### src/rtl/dmem_pkg.sv
// dmem_pkg
// Shared definitions for the data-memory arbiter slice: geometry of the
// byte-wide data memory, doubleword beat count and the sequencer state
// encoding used by dmem_arbiter.
package dmem_pkg;

    localparam int ADDR_W    = 13;
    localparam int BEATS     = 8;
    localparam int DATA_W    = 8 * BEATS;
    localparam int MEM_BYTES = 8192;
    localparam int CNT_W     = $clog2(BEATS);

    typedef enum logic [1:0] {
        ST_IDLE  = 2'd0,
        ST_BEAT  = 2'd1,
        ST_DRAIN = 2'd2,
        ST_ACK   = 2'd3
    } state_t;

endpackage

### src/rtl/dmem_arbiter_if.sv
// dmem_arbiter_if
// Requester-side bundle of the data-memory arbiter: two doubleword request
// ports (port 0 = memory-access stage, port 1 = loader/debug).
//   master : requester view (drives req/we/addr/wdata, receives ack/rdata)
//   slave  : arbiter view
interface dmem_arbiter_if;
    import dmem_pkg::*;

    logic              req0;
    logic              we0;
    logic [ADDR_W-1:0] addr0;
    logic [DATA_W-1:0] wdata0;
    logic              ack0;
    logic [DATA_W-1:0] rdata0;

    logic              req1;
    logic              we1;
    logic [ADDR_W-1:0] addr1;
    logic [DATA_W-1:0] wdata1;
    logic              ack1;
    logic [DATA_W-1:0] rdata1;

    modport master (
        output req0, we0, addr0, wdata0,
        output req1, we1, addr1, wdata1,
        input  ack0, rdata0, ack1, rdata1
    );

    modport slave (
        input  req0, we0, addr0, wdata0,
        input  req1, we1, addr1, wdata1,
        output ack0, rdata0, ack1, rdata1
    );

endinterface

### src/rtl/dmem_rr_arb.sv
// dmem_rr_arb
// Two-input round-robin grant. The grant is purely combinational from the
// current requests and the last-granted pointer; the pointer only moves when
// the owning sequencer reports a completed access.
//   clk, rst_n : clock, async active-low reset (pointer resets to port 1)
//   req0/req1  : live request lines
//   update     : pulse when an access completes
//   last_port  : port that completed, recorded on update
//   gnt_valid  : at least one requester present
//   gnt_port   : winning port
module dmem_rr_arb (
    input  logic clk,
    input  logic rst_n,
    input  logic req0,
    input  logic req1,
    input  logic update,
    input  logic last_port,
    output logic gnt_valid,
    output logic gnt_port
);

    logic last_q;

    // Pointer starts at 1 so port 0 wins the first contention after reset.
    always_ff @(posedge clk or negedge rst_n) begin
        if (!rst_n) begin
            last_q <= 1'b1;
        end else if (update) begin
            last_q <= last_port;
        end
    end

    // A lone requester always wins; under contention the port not granted last wins.
    always_comb begin
        gnt_valid = req0 | req1;
        gnt_port  = (req0 && req1) ? ~last_q : req1;
    end

endmodule

### src/rtl/dmem_arbiter.sv
// dmem_arbiter
// Shares the byte-wide data SRAM between two 64-bit requesters. Each granted
// doubleword is sequenced as eight little-endian byte beats; reads need an
// extra DRAIN cycle because the SRAM returns data one cycle after the strobe.
//   clk, rst_n  : clock, async active-low reset
//   bus         : requester ports (slave modport)
//   busy        : high in every non-IDLE state
//   mem_en/we   : SRAM strobe / write enable
//   mem_addr    : SRAM byte address (wraps modulo memory size)
//   mem_wdata   : SRAM write byte
//   mem_rdata   : SRAM read byte, valid the cycle after a read strobe
module dmem_arbiter
    import dmem_pkg::*;
(
    input  logic              clk,
    input  logic              rst_n,
    dmem_arbiter_if.slave     bus,
    output logic              busy,
    output logic              mem_en,
    output logic              mem_we,
    output logic [ADDR_W-1:0] mem_addr,
    output logic [7:0]        mem_wdata,
    input  logic [7:0]        mem_rdata
);

    state_t            state;
    state_t            next_state;
    logic [CNT_W-1:0]  cnt;
    logic              cur_port;
    logic              cur_we;
    logic [ADDR_W-1:0] cur_addr;
    logic [DATA_W-1:0] cur_wdata;
    logic [DATA_W-9:0] rbuf;
    logic              gnt_valid;
    logic              gnt_port;

    dmem_rr_arb u_arb (
        .clk       (clk),
        .rst_n     (rst_n),
        .req0      (bus.req0),
        .req1      (bus.req1),
        .update    (state == ST_ACK),
        .last_port (cur_port),
        .gnt_valid (gnt_valid),
        .gnt_port  (gnt_port)
    );

    // State register.
    always_ff @(posedge clk or negedge rst_n) begin
        if (!rst_n) begin
            state <= ST_IDLE;
        end else begin
            state <= next_state;
        end
    end

    // Next-state: writes finish after the last beat, reads drain one more cycle.
    always_comb begin
        next_state = state;
        case (state)
            ST_IDLE:  if (gnt_valid) next_state = ST_BEAT;
            ST_BEAT:  if (cnt == CNT_W'(BEATS - 1)) next_state = cur_we ? ST_ACK : ST_DRAIN;
            ST_DRAIN: next_state = ST_ACK;
            ST_ACK:   next_state = ST_IDLE;
            default:  next_state = ST_IDLE;
        endcase
    end

    // Outputs decoded from state so reset forces them all low immediately.
    always_comb begin
        busy      = 1'b0;
        mem_en    = 1'b0;
        mem_we    = 1'b0;
        mem_addr  = '0;
        mem_wdata = '0;
        bus.ack0  = 1'b0;
        bus.ack1  = 1'b0;
        case (state)
            ST_BEAT: begin
                busy      = 1'b1;
                mem_en    = 1'b1;
                mem_we    = cur_we;
                mem_addr  = cur_addr + ADDR_W'(cnt);
                mem_wdata = cur_wdata[{cnt, 3'b000} +: 8];
            end
            ST_DRAIN: begin
                busy = 1'b1;
            end
            ST_ACK: begin
                busy     = 1'b1;
                bus.ack0 = ~cur_port;
                bus.ack1 = cur_port;
            end
            default: begin
                busy = 1'b0;
            end
        endcase
    end

    // Request latch, beat counter and read assembly. Byte cnt-1 arrives during
    // beat cnt; byte 7 arrives in DRAIN, where the full doubleword is written to
    // the port's rdata so it is already valid in the ack cycle.
    always_ff @(posedge clk or negedge rst_n) begin
        if (!rst_n) begin
            cnt        <= '0;
            cur_port   <= 1'b0;
            cur_we     <= 1'b0;
            cur_addr   <= '0;
            cur_wdata  <= '0;
            rbuf       <= '0;
            bus.rdata0 <= '0;
            bus.rdata1 <= '0;
        end else begin
            case (state)
                ST_IDLE: begin
                    cnt <= '0;
                    if (gnt_valid) begin
                        cur_port  <= gnt_port;
                        cur_we    <= gnt_port ? bus.we1    : bus.we0;
                        cur_addr  <= gnt_port ? bus.addr1  : bus.addr0;
                        cur_wdata <= gnt_port ? bus.wdata1 : bus.wdata0;
                    end
                end
                ST_BEAT: begin
                    cnt <= cnt + CNT_W'(1);
                    if (!cur_we && cnt != '0) begin
                        rbuf[{cnt - CNT_W'(1), 3'b000} +: 8] <= mem_rdata;
                    end
                end
                ST_DRAIN: begin
                    if (cur_port) begin
                        bus.rdata1 <= {mem_rdata, rbuf};
                    end else begin
                        bus.rdata0 <= {mem_rdata, rbuf};
                    end
                end
                default: begin
                    cnt <= '0;
                end
            endcase
        end
    end

endmodule

### src/flat_wrapper.sv
// flat-port wrapper written by rule: the top's interface ports become plain ports
module dmem_arbiter_flat import dmem_pkg::*;
  (clk, rst_n, busy, mem_en, mem_we, mem_addr, mem_wdata, mem_rdata, bus_req0, bus_we0, bus_addr0, bus_wdata0, bus_req1, bus_we1, bus_addr1, bus_wdata1, bus_ack0, bus_rdata0, bus_ack1, bus_rdata1);
  dmem_arbiter_if bus_i ();
  input  logic clk;
  input  logic rst_n;
  output logic busy;
  output logic mem_en;
  output logic mem_we;
  output logic [ADDR_W-1:0] mem_addr;
  output logic [7:0] mem_wdata;
  input  logic [7:0] mem_rdata;
  input wire logic [$bits(bus_i.req0)-1:0] bus_req0;
  input wire logic [$bits(bus_i.we0)-1:0] bus_we0;
  input wire logic [$bits(bus_i.addr0)-1:0] bus_addr0;
  input wire logic [$bits(bus_i.wdata0)-1:0] bus_wdata0;
  input wire logic [$bits(bus_i.req1)-1:0] bus_req1;
  input wire logic [$bits(bus_i.we1)-1:0] bus_we1;
  input wire logic [$bits(bus_i.addr1)-1:0] bus_addr1;
  input wire logic [$bits(bus_i.wdata1)-1:0] bus_wdata1;
  output wire logic [$bits(bus_i.ack0)-1:0] bus_ack0;
  output wire logic [$bits(bus_i.rdata0)-1:0] bus_rdata0;
  output wire logic [$bits(bus_i.ack1)-1:0] bus_ack1;
  output wire logic [$bits(bus_i.rdata1)-1:0] bus_rdata1;
  assign bus_i.req0 = bus_req0;
  assign bus_i.we0 = bus_we0;
  assign bus_i.addr0 = bus_addr0;
  assign bus_i.wdata0 = bus_wdata0;
  assign bus_i.req1 = bus_req1;
  assign bus_i.we1 = bus_we1;
  assign bus_i.addr1 = bus_addr1;
  assign bus_i.wdata1 = bus_wdata1;
  assign bus_ack0 = bus_i.ack0;
  assign bus_rdata0 = bus_i.rdata0;
  assign bus_ack1 = bus_i.ack1;
  assign bus_rdata1 = bus_i.rdata1;
  dmem_arbiter u_core (.clk(clk), .rst_n(rst_n), .bus(bus_i), .busy(busy), .mem_en(mem_en), .mem_we(mem_we), .mem_addr(mem_addr), .mem_wdata(mem_wdata), .mem_rdata(mem_rdata));
endmodule
### config.mk
export PLATFORM = sky130hd
export DESIGN_NAME = dmem_arbiter_flat
export DESIGN_NICKNAME = d
export VERILOG_FILES = /design/src/rtl/dmem_pkg.sv /design/src/rtl/dmem_arbiter_if.sv /design/src/rtl/dmem_rr_arb.sv /design/src/rtl/dmem_arbiter.sv /design/src/flat_wrapper.sv
export SDC_FILE = /design/constraint.sdc
export NUM_CORES = 1
export LEC_CHECK = 0
export CORE_ASPECT_RATIO = 0.7
export CORE_MARGIN = 2
export CORE_UTILIZATION = 53
export DETAILED_ROUTE_END_ITERATION = 10
export PLACE_DENSITY_LB_ADDON = 0.15
export SLEW_MARGIN = 10
export SYNTH_ARGS = -nofsm -noshare
export SYNTH_HDL_FRONTEND = slang
export SYNTH_SLANG_ARGS = --single-unit
### constraint.sdc
create_clock -name clk -period 5.4 [get_ports clk]
set_input_delay 1.08 -clock clk [delete_from_list [all_inputs] [get_ports clk]]
set_output_delay 1.08 -clock clk [all_outputs]
set_load 0.05 [all_outputs]
Yosys cells after proc, flatten, opt, wreduce, memory -nomap -nowiden
Cells that the tools add are included.
- ROM bits: 0
- output and inout bits: 154
- memory bits (writable): 0
- latch bits: 0
- register bits after elaboration: 269
- memories: 0
- reductions and logical operators: 11
- add/sub/neg operators: 4
- $lt $le $gt $ge: 0
- equality and inequality tests: 6
- bitwise gates (word level): 3
- multiplexer cells: 17
- multipliers: 0
- shift-type cells: 3
- div/mod/pow operators: 0
- operators by type and width (operator ; number):
    $mux W64 ; 1
    $shiftx A64 B7 Y8 ; 1
    $bwmux W56 ; 1
    $shift A8 B8 Y56 const A ; 1
    $shiftx A8 B8 Y56 ; 1
    $mux W13 ; 2
    $add A13 B3 Y13 ; 1
    $reduce_and A2 Y1 ; 5
    $mux W1 ; 8
    $mux W8 ; 1
    $neg A6 Y8 ; 1
    $pmux W2 S4 ; 1
    $pmux W3 S2 ; 1
    $eq A2 B2 Y1 const B ; 2
    $mux W2 ; 2
    $ne A2 B1 Y1 const B ; 2
    $add A3 B1 Y3 const B ; 1
    $eq A3 B3 Y1 const B ; 1
    $reduce_bool A3 Y1 ; 1
    $reduce_or A3 Y1 ; 1
    $sub A3 B1 Y3 const B ; 1
    $eq A2 B1 Y1 const B ; 1
    $logic_and A1 B1 Y1 ; 2
    $logic_not A2 Y1 ; 1
    3 further kinds ; 4

Depth between registers and ports, before layout
Gate-level depths: netlist of the first run.
- word-level depth: 4
- gate-level depth with buffers: 9
- depth with buffers taken out: 6

Cells and area by module
From an unflattened synthesis of the first run, not the netlist that was laid out.
- cell total of the unflattened synthesis: 935
- area, all modules: 11873.9 µm²
- by module, submodules not included (module ; area each (µm²) ; times used ; cells each):
    dmem_arbiter ; 11818.8 ; 1 ; 931
    dmem_rr_arb ; 55.1 ; 1 ; 4

Least setup slack after synthesis of the first run
Ideal clock, no wire load.
- kind: flip-flop to output port
- from: register u_core.cnt[1]
- to: output mem_addr[5]
- data arrival time: 2.373 ns
- path slack: 1.947 ns
- data required time: 4.320 ns
- cell stages (with the launch flop): 5
- cell sequence: dfrtp_1 > ha_1 > a211oi_1 > o21ai_0 > a21boi_0
- word-level cells in the longest chain between the ends: 2
- ends and longest elaborated chain (item ; RTL line ; source):
    start, declared ; dmem_arbiter.sv:28 ; logic [CNT_W-1:0] cnt;
    start signal, assigned ; dmem_arbiter.sv:125 ; cnt <= cnt + CNT_W'(1);
    $add A13 B3 Y13 ; dmem_arbiter.sv:83 ; mem_addr = cur_addr + ADDR_W'(cnt);
    $mux W13 ; dmem_arbiter.sv:78 ; case (state)
    end, declared ; flat_wrapper.sv:10 ; output logic [ADDR_W-1:0] mem_addr;
No other way between the ends.

Worst setup path after layout of the first run
- from: register u_core.cnt[2]
- to: output mem_addr[9]
The elaborated chain is that of the path after synthesis.

==> results of run 1 <==
-- per-stage QoR --
stage	util, %	instance area, µm²	setup WS [ns]	hold slack [ns]	std cells
finish	73.1	16600	0.883	0.476	1566
global route	73.1	16600	0.673	0.507	1566
CTS	73.1	16600	0.851	0.481	1566
detailed placement	69.1	15700	1.42	0.468	1519
global placement	69.1	15700	1.49	0.458	1519
floorplan	-	12200	1.95	0.445	935
-- placed cells by master, fill, tap and decap left out, types with 5 or more instances in the layout --
| cell type | n |
|---|---|
| clkdlybuf4s50_1 | 320 |
| dfrtp_1 | 267 |
| mux2_2 | 132 |
| nand2_1 | 107 |
| mux2i_1 | 95 |
| o21ai_0 | 84 |
| mux2_4 | 32 |
| clkbuf_16 | 27 |
| and2_1 | 24 |
| mux4_2 | 16 |
| inv_1 | 15 |
| ha_1 | 14 |
| nor2b_1 | 10 |
| xor2_1 | 7 |
| and2_2 | 6 |
| mux2_1 | 6 |
| and3_1 | 5 |
| o21ai_1 | 5 |
| clkbuf_8 | 5 |
| clkbuf_1 | 5 |
-- how the worst min path moves through the flow --
stage	to	slack, ns
CTS	u_core.cur_wdata[51]$_DFFE_PN0P_	0.48
detailed placement	u_core.cur_wdata[49]$_DFFE_PN0P_	0.47
global route	u_core.cur_wdata[9]$_DFFE_PN0P_	0.51
global placement	u_core.cur_wdata[41]$_DFFE_PN0P_	0.46
finish	u_core.cur_wdata[49]$_DFFE_PN0P_	0.48
floorplan	u_core.cur_wdata[16]$_DFFE_PN0P_	0.44
-- layer usage --
layer	up-vias	part of all wire, %	wire length [µm]	GRT usage, %
li1	3876	-	-	-
met1	4165	46	13800	37.1
met2	261	45	13500	37.5
met3	35	7.5	2240	5.68
met4	0	1.5	455	4.42
met5	-	0	0	0
-- cell usage after synthesis, types with 2 or more instances --
master	instances	area, µm²
o31ai_1	2	15.0
nor2b_1	11	68.8
xnor2_1	4	35.0
o21ai_1	5	25.0
mux2_1	6	67.6
mux2_4	32	480
buf_1	3	11.3
nor2_1	4	15.0
a22o_1	2	17.5
a21oi_1	2	10.0
and3_1	5	31.3
inv_1	15	56.3
a21boi_0	2	15.0
mux2i_1	95	951
and3b_1	2	17.5
and2_1	24	150
and2_2	6	45.0
dfrtp_1	268	6710
ha_1	14	175
nand2_1	108	405
clkbuf_1	12	45.0
buf_6	5	56.3
buf_2	29	145
nand2b_1	3	18.8
mux4_2	16	360
mux2_2	132	1490
xor2_1	7	61.3
nor4_1	4	25.0
o21ai_0	85	425
nor3_1	2	10.0
buf_4	6	45.0
nand3_1	3	15.0
-- report_power, final --
group	total, mW	switching [mW]	internal (mW)
sequential	3.42	0.546	2.87
clock	1.94	0.765	1.17
combinational	5.54	3.39	2.15
-- sequential cells by signal (all words and copies together) (netlist names) --
register and cells:
u_core.bus.rdata0 64, u_core.u_arb.last_q 1, u_core.cur_wdata 64, u_core.bus.rdata1 64
u_core.cnt 3, u_core.rbuf 56, u_core.state 2, u_core.cur_we 1
u_core.cur_addr 13, u_core.cur_port 1
-- area by class of cell --
class | instances | area (µm²) | area share (%)
Clock buffer | 37 | 763 | 4.60
Inverter | 15 | 56.3 | 0.340
Timing Repair Buffer | 329 | 3330 | 20.1
Multi-Input combinational cell | 594 | 5160 | 31.1
Tap cell | 312 | 390 | 2.35
Sequential cell | 269 | 6730 | 40.6
Clock inverter | 10 | 155 | 0.936
-- logic make-up (layout without fill, tap and decap cells) --
logic type / after synthesis / count (layout) / share of synthesized area, %
fa+ha+maj: 15 / 15 / 1.59
simple gates: 182 / 182 / 7.44
compound gates: 105 / 105 / 4.66
mux: 281 / 281 / 27.3
flops: 269 / 269 / 55.0
xor+xnor: 11 / 11 / 0.787
buf+inv: 72 / 391 / 3.21
-- worst reg2reg max path, stage by stage, from the launching register on --
cell and delay [ns]:
dfrtp_2 0.36, buf_4 0.42, inv_1 0.20, ha_1 0.49, and3_2 0.30, o22ai_1 0.19, and3_1 0.58, mux2_4 0.36
==> impl_metrics.toml, run 1 <==
[outcome]
result_of_the_run = "complete, no violations"

[cts]
post_cts_clock_slew_at_the_launch_and_capture_registers_of_the_worst_setup_and_hold_paths_ns = 0.06
postCtsResizedCells = 0
clock-sinks = 269
cts_max_path_buffers = 3
ctsHtreeMaxLevel = 1
post_cts_setup_repair_buffer_count = 0
cts_root_buffer = "clkbuf_16"
tritoncts.num_buffers = 26
clk_latency_ns = 0.53
cts_tree = "built"
hold_buffers = 0

[flow_run]
drv.max_cap_violation_count = 0

[sta]
number_of_pins_exceeding_their_max_slew_limit_in_the_final_report = 0
clock-skew-final_ns = 0.0112
finalCritPeriodShare_pct = 83.7
finalSetupTns_ns = 0
final_period_minus_worst_setup_slack_ns = 4.52
rsz_0062_raised_after_global_routing = "no"
tightest_slew_ns = 1.12
timing.max_slew.rel_slack_pct = 25.2
maxClockFrequency_mhz = 221
setup_viol = 0
final-hold-violation-count = 0

[floorplan]
initial_utilization_pct = 54.0
ios = 322
die-area_um2 = 24400
dieWidth_um = 186
core-area_um2 = 22700
chipHeight_um = 131
num_rows = 46

[final_layout]
num_antenna_cells = 0
nNetsFinal = 1418
drive_gt1_share_pct = 20.0
fillerInstances = 1586
syn_to_layout_area_delta_pct = 35.4

[worst_setup_path]
setup.worst_path.start = "u_core.cnt[2]$_DFFE_PN0P_"
setup.worst_path.end_class = "output port"
timing.critical_path.arrival_ns = 3.44
reg2regPathDepth = 7
timing.rr.end = "u_core.rbuf[40]$_DFFE_PN0P_"
worst-setup-path-type = "flop to output port"
maximum_single_stage_delay_on_the_critical_path_ns = 0.87
worst_setup_path_endpoint = "mem_addr[9]"
regToRegStartpoint = "u_core.cnt[0]$_DFFE_PN0P_"
crit_chain = "ha_1 -> o211ai_1 -> nor4_1 -> xor2_1 -> and2_1 -> clkdlybuf4s50_1"
cp_max_fo = 19
worstSetupStartpointType = "flop"
critical_path_cell_count = 6
critical_path_buf_inv_count = 1
crit_slowest_cell = "dfrtp_1"
cp_top_family = "flip-flops"
ff2ff_setup_slack_ns = 2.40
required_ns = 4.32

[global_routing]
gr-total-overflow = 0
track_usage_pct = 24.8
first_global_vias = 8425
grt_start_max_net_pins = 119
grt_pass1_wl_um = 47200
grt_antenna_before_repair = 1

[placement]
placement.io_buffers = 321
dp.final_hpwl_um = 21100
global_placement_routability_congestion = 0.778

[detailed_routing]
dr.first_iter.drc_count = 422
vias = 8337
route.final.wire_length_um = 29900
antenna_violating_nets_post_route = 0
remaining_drc_errors = 0
post_drt_via_cell_ratio = 5.32
detailedRoute.firstPassIterationCount = 4
routed_wirelength_normalized_by_instance_count_um = 19.1

[synthesis]
ys_types = 53
synth-seq-area-share_pct = 55.0
synthArstFlopShare_pct = 100
synth_edf_count = 0
post_synth.cell_area_avg_um2 = 13.1
syn-instance-count = 935
post_synth_instance_area_um2 = 12200
synth-seq-cells = 269
syn_nets = 1118
yosys_warnings = 0
yosys_most_used_dff = "dfrtp_1"

[power_and_ir_drop]
irDropWorstVdd_uv = 439
total_leakage_power_nw = 7.18
power_per_cell_area_nw_per_um2 = 657
post-layout-total-power_mw = 10.9

[worst_hold_path]
hold_path.startpoint = "u_core.cur_wdata[49]$_DFFE_PN0P_"
hold_path.class = "flop to flop"
worstHoldPathCells = 2
Power figures use the tool's default switching activity.
==> run 2, diff against run 1 <==
--- a/config.mk
+++ b/config.mk
@@ -7,7 +7,7 @@
 export LEC_CHECK = 0
 export CORE_ASPECT_RATIO = 0.7
 export CORE_MARGIN = 2
-export CORE_UTILIZATION = 53
+export CORE_UTILIZATION = 49
 export DETAILED_ROUTE_END_ITERATION = 10
 export PLACE_DENSITY_LB_ADDON = 0.15
 export SLEW_MARGIN = 10
==> constraint.sdc (replaced) <==
create_clock -name clk -period 4.4 [get_ports clk]
set_input_delay 0.88 -clock clk [delete_from_list [all_inputs] [get_ports clk]]
set_output_delay 0.88 -clock clk [all_outputs]
set_load 0.05 [all_outputs]
==> run 2 against run 1 <==
Against the previous run:
- critical path depth increased by 1
- clock power increased by 25%
- sequential power increased by 23%
- sequential share of layout area decreased by 0.31 points
- power increased by 23%
- combinational power increased by 23%
- sequential cell count unchanged
- routed wire length increased by 3.4%
- largest cell class unchanged
==> impl_metrics.toml, run 2 (synthesis gave the netlist of run 1 again) <==
[final_layout]
syn_to_layout_area_delta_pct = 36.5
most-common-layout-cells = "clkdlybuf4s50_1 (320), dfrtp_1 (267), mux2_2 (132)"
reg_top3 = "u_core.bus.rdata0: 64 flops, u_core.bus.rdata1: 64 flops, u_core.cur_wdata: 64 flops"
fillerInstances = 1869
postLayoutCellArea_um2 = 16700
num_antenna_cells = 0
nNetsFinal = 1432
drive_gt1_share_pct = 21.3
final_common_cell = "clkdlybuf4s50_1"

[global_routing]
grt_pass1_wl_um = 47800
gr-total-overflow = 0
first_global_vias = 8444
grt_start_max_net_pins = 124
grt_antenna_before_repair = 1
track_usage_pct = 23.7

[power_and_ir_drop]
irDropWorstVdd_uv = 724
comb_power_share_pct = 50.6
seq_power_share_pct = 31.3
internal_power_mw = 7.60
power_per_cell_area_nw_per_um2 = 803
power.net_switching_mw = 5.82
pwr-share-clk_pct = 18.1
total_leakage_power_nw = 7.24
sw_frac_of_total_pct = 43.4
post-layout-total-power_mw = 13.4

[cts]
clock-sinks = 269
cts_tree = "built"
tritoncts.num_buffers = 27
cts_max_path_buffers = 3
cts_root_buffer = "clkbuf_16"
post_cts_clock_slew_at_the_launch_and_capture_registers_of_the_worst_setup_and_hold_paths_ns = 0.06
clk_latency_ns = 0.53
ctsHtreeMaxLevel = 1
post_cts_setup_repair_buffer_count = 0
postCtsResizedCells = 0
hold_buffers = 0

[sta]
finalCritPeriodShare_pct = 91.2
rsz_0062_raised_after_global_routing = "no"
min_setup_slack_post_route_ns = 0.387
clock-skew-final_ns = 0.0147
maxClockFrequency_mhz = 249
final-hold-violation-count = 0
setup_viol = 0
final_period_minus_worst_setup_slack_ns = 4.01
timing.max_slew.rel_slack_pct = 33.3
number_of_pins_exceeding_their_max_slew_limit_in_the_final_report = 0
tightest_slew_ns = 1.00
finalSetupTns_ns = 0

[placement]
dpl-instance-area_um2 = 15800
detailedPlace.worstSlack_ns = 0.929
placement.io_buffers = 321
global_placement_routability_congestion = 0.832
dp.final_hpwl_um = 22000

[worst_setup_path]
required_ns = 3.52
worst-setup-path-type = "flop to output port"
worstSetupStartpointType = "flop"
crit_slowest_cell = "clkdlybuf4s50_1"
timing.critical_path.arrival_ns = 3.13
maximum_single_stage_delay_on_the_critical_path_ns = 0.79
setup.worst_path.end_class = "output port"
regToRegStartpoint = "u_core.cnt[0]$_DFFE_PN0P_"
critical_path_buf_inv_count = 1
timing.rr.end = "u_core.rbuf[45]$_DFFE_PN0P_"
cp_max_fo = 5
crit_chain = "ha_1 -> fa_1 -> a21oi_1 -> nand2b_1 -> xnor2_1 -> and2_1 -> clkdlybuf4s50_1"
cp_top_family = "buffers and inverters"
ff2ff_setup_slack_ns = 1.35
reg2regPathDepth = 7

[floorplan]
dieWidth_um = 193
num_rows = 48
die-area_um2 = 26300
initial_utilization_pct = 49.7
chipHeight_um = 136
core-area_um2 = 24600
ios = 322

[outcome]
result_of_the_run = "complete, no violations"

[detailed_routing]
met3RoutedLength_um = 2000
vias = 8317
route.final.wire_length_um = 31000
post_drt_via_cell_ratio = 5.22
detailroute.wirelength.met2_um = 13600
detailedRoute.firstPassIterationCount = 4
remaining_drc_errors = 0
routed_wirelength_normalized_by_instance_count_um = 19.4
dr.first_iter.drc_count = 415
wl_met1_um = 14800
max_used_layer = "met4"
antenna_violating_nets_post_route = 0

[flow_run]
drv.max_cap_violation_count = 0

[worst_hold_path]
hold_path.class = "input pin to async pin"
==> run 2: cell types whose count changed in the layout (fill, tap and decap cells not counted) <==
| cell | delta |
|---|---|
| clkinv_2 | +1 |
| clkinv_8 | +1 |
| clkbuf_1 | -4 |
| clkbuf_8 | -2 |
| buf_12 | -1 |
| buf_4 | +14 |
| clkinv_4 | +2 |
| clkinvlp_4 | +4 |
==> run 2: worst max-delay path by stage <==
stage                     cells after the start                      startpoint           end  slack, ns
after floorplan                               4       u_core.cnt[1]$_DFFE_PN0P_   mem_addr[5]       1.15
after global placement                        7       u_core.cnt[0]$_DFFE_PN0P_   mem_addr[4]       0.96
after detailed placement                      7  u_core.cur_addr[0]$_DFFE_PN0P_   mem_addr[4]       0.93
after CTS                                     7  u_core.cur_addr[0]$_DFFE_PN0P_   mem_addr[4]       0.36
after global routing                          7       u_core.cnt[0]$_DFFE_PN0P_  mem_addr[12]       0.19
final                                         7  u_core.cur_addr[0]$_DFFE_PN0P_   mem_addr[4]       0.39
==> run 2: final cells by class <==
| type | count | area (µm²) | share of cell area, % |
|---|---|---|---|
| repair buffers | 342 | 3410 | 20.4 |
| clock inverters | 18 | 224 | 1.34 |
| flip-flops and latches | 269 | 6730 | 40.3 |
| clock buffers | 31 | 721 | 4.31 |
| inverters | 15 | 56.3 | 0.337 |
| well taps | 325 | 407 | 2.43 |
| multi-input cells | 594 | 5160 | 30.9 |
==> run 2: power by group through the flow <==
stage | sequential, mW | clock [mW] | combinational, mW
3_3_place_gp | 4.20 | 0 | 6.71
3_5_place_dp | 4.24 | 0 | 6.83
5_1_grt | 4.33 | 2.55 | 7.21
4_1_cts | 4.21 | 2.46 | 6.85
2_1_floorplan | 6.16 | 0 | 2.55
6_report | 4.21 | 2.42 | 6.79
==> run 2: stage by stage <==
step	hold slack [ns]	std cells	util, %
finish	0.426	1594	67.9
global route	0.502	1594	67.9
CTS	0.480	1594	67.9
detailed placement	0.465	1545	64.0
global placement	0.458	1545	64.0
floorplan	0.445	935	-
==> run 2: metal layers <==
metal | GRT usage [%] | vias up
li1 | - | 3899
met1 | 35.4 | 4140
met2 | 36.0 | 237
met3 | 4.83 | 41
met4 | 4.55 | 0
met5 | 0 | -
==> edit (config.mk and constraints of run 2) <==
Set the package constant `BEATS` to 4 (it was 8).
--- a/src/rtl/dmem_pkg.sv
+++ b/src/rtl/dmem_pkg.sv
@@ -5,7 +5,7 @@
 package dmem_pkg;
 
     localparam int ADDR_W    = 13;
-    localparam int BEATS     = 8;
+    localparam int BEATS     = 4;
     localparam int DATA_W    = 8 * BEATS;
     localparam int MEM_BYTES = 8192;
     localparam int CNT_W     = $clog2(BEATS);
Interface: changed (resized bus_rdata0, bus_rdata1, bus_wdata0 and bus_wdata1); port bits go from 322 to 194. The function was not compared with the original's and may differ.
==> edit against run 2 <==
- total power shrank 43%
- clock skew down 0.00096 ns
- clock power shrank 39%
- area after synthesis fell by 47%
- hold slack improved by 0.053 ns
- wire length down 49%
- combinational power fell by 43%
- setup slack improved by 0.23 ns
- final area is 45% lower
- count of clock-buffer cells in the layout fell by 13
- critical path depth down 2
- sequential cell count is 129 lower
- highest routed layer unchanged
==> edit: results <==
INSERT INTO impl_metrics (metric_group, metric, value, unit) VALUES
('run_status', 'run_status', 'completed', ''),
('power', 'p_int', '4.28', 'mW'),
('global_route', 'grt_pass1_wl', '25.5', 'mm'),
('placed_design', 'post-dp-hpwl', '11.2', 'mm'),
('placed_design', 'dp_slack', '1.05', 'ns'),
('placed_design', 'placed_cells', '893', ''),
('route', 'final_routed_wirelength', '15.7', 'mm'),
('power', 'power.sequential.total', '2.33', 'mW'),
('hold_path', 'min_path_type', 'reg -> reg', ''),
('setup_path', 'crit_arrival', '2.90', 'ns'),
('timing', 'final.setup_skew', '0.0137', 'ns'),
('synth', 'synth.top_cells.by_count', 'dfrtp_1, nand2_1, o21ai_0, mux2_2, mux2i_1', ''),
('synth', 'synth_seq_area_share', '53.8', '%'),
('power', 'power.leakage', '3.96', 'nW'),
('setup_path', 'cp-startpoint', 'u_core.state[1]$_DFFE_PN0P_', ''),
('layout', 'filler_cells_inserted', '932', ''),
('layout', 'post_layout_nonfiller_instances', '925', ''),
('global_route', 'grtUsageTotal', '23.0', '%'),
('layout', 'largest_registers', 'u_core.bus.rdata0: 32 flops, u_core.bus.rdata1: 32 flops, u_core.cur_wdata: 32 flops', ''),
('setup_path', 'critical_path.endpoint', 'mem_addr[5]', '');
==> edit: cell families after synthesis <==
| kind of cell | Yosys count | synth area share (%) |
|---|---|---|
| simple gates | 147 | 10.6 |
| flops | 140 | 53.8 |
| mux | 122 | 21.7 |
| compound gates | 92 | 7.49 |
| buf+inv | 40 | 3.36 |
| fa+ha+maj | 14 | 2.81 |
| xor+xnor | 2 | 0.269 |
==> edit: worst min-delay path by stage <==
stage / endpoint / slack [ns] / cells after the start / start
floorplan: u_core.cur_wdata[15]$_DFFE_PN0P_ / 0.44 / 2 / u_core.cur_wdata[15]$_DFFE_PN0P_
global placement: u_core.cur_wdata[20]$_DFFE_PN0P_ / 0.46 / 2 / u_core.cur_wdata[20]$_DFFE_PN0P_
detailed placement: u_core.cur_wdata[27]$_DFFE_PN0P_ / 0.47 / 2 / u_core.cur_wdata[27]$_DFFE_PN0P_
CTS: u_core.cur_wdata[27]$_DFFE_PN0P_ / 0.48 / 2 / u_core.cur_wdata[27]$_DFFE_PN0P_
global route: u_core.cur_wdata[23]$_DFFE_PN0P_ / 0.51 / 2 / u_core.cur_wdata[23]$_DFFE_PN0P_
finish: u_core.cur_wdata[29]$_DFFE_PN0P_ / 0.48 / 2 / u_core.cur_wdata[29]$_DFFE_PN0P_
==> edit: final cells by class <==
cell class                      instances  share of cell area, %
Clock buffer                           18                   4.80
Clock inverter                         14                   1.87
Inverter                                9                  0.369
Multi-Input combinational cell        377                   30.7
Sequential cell                       140                   38.3
Tap cell                              166                   2.27
Timing Repair Buffer                  201                   21.8
==> edit: routing by layer <==
metal	global-route usage, %	share of wire, %	wire length [um]	vias up
li1	-	-	-	2329
met1	31.1	45	7110	2378
met2	37.5	49	7710	127
met3	5.87	4.5	708	13
met4	6.46	0.82	129	0
met5	0	0	0	-
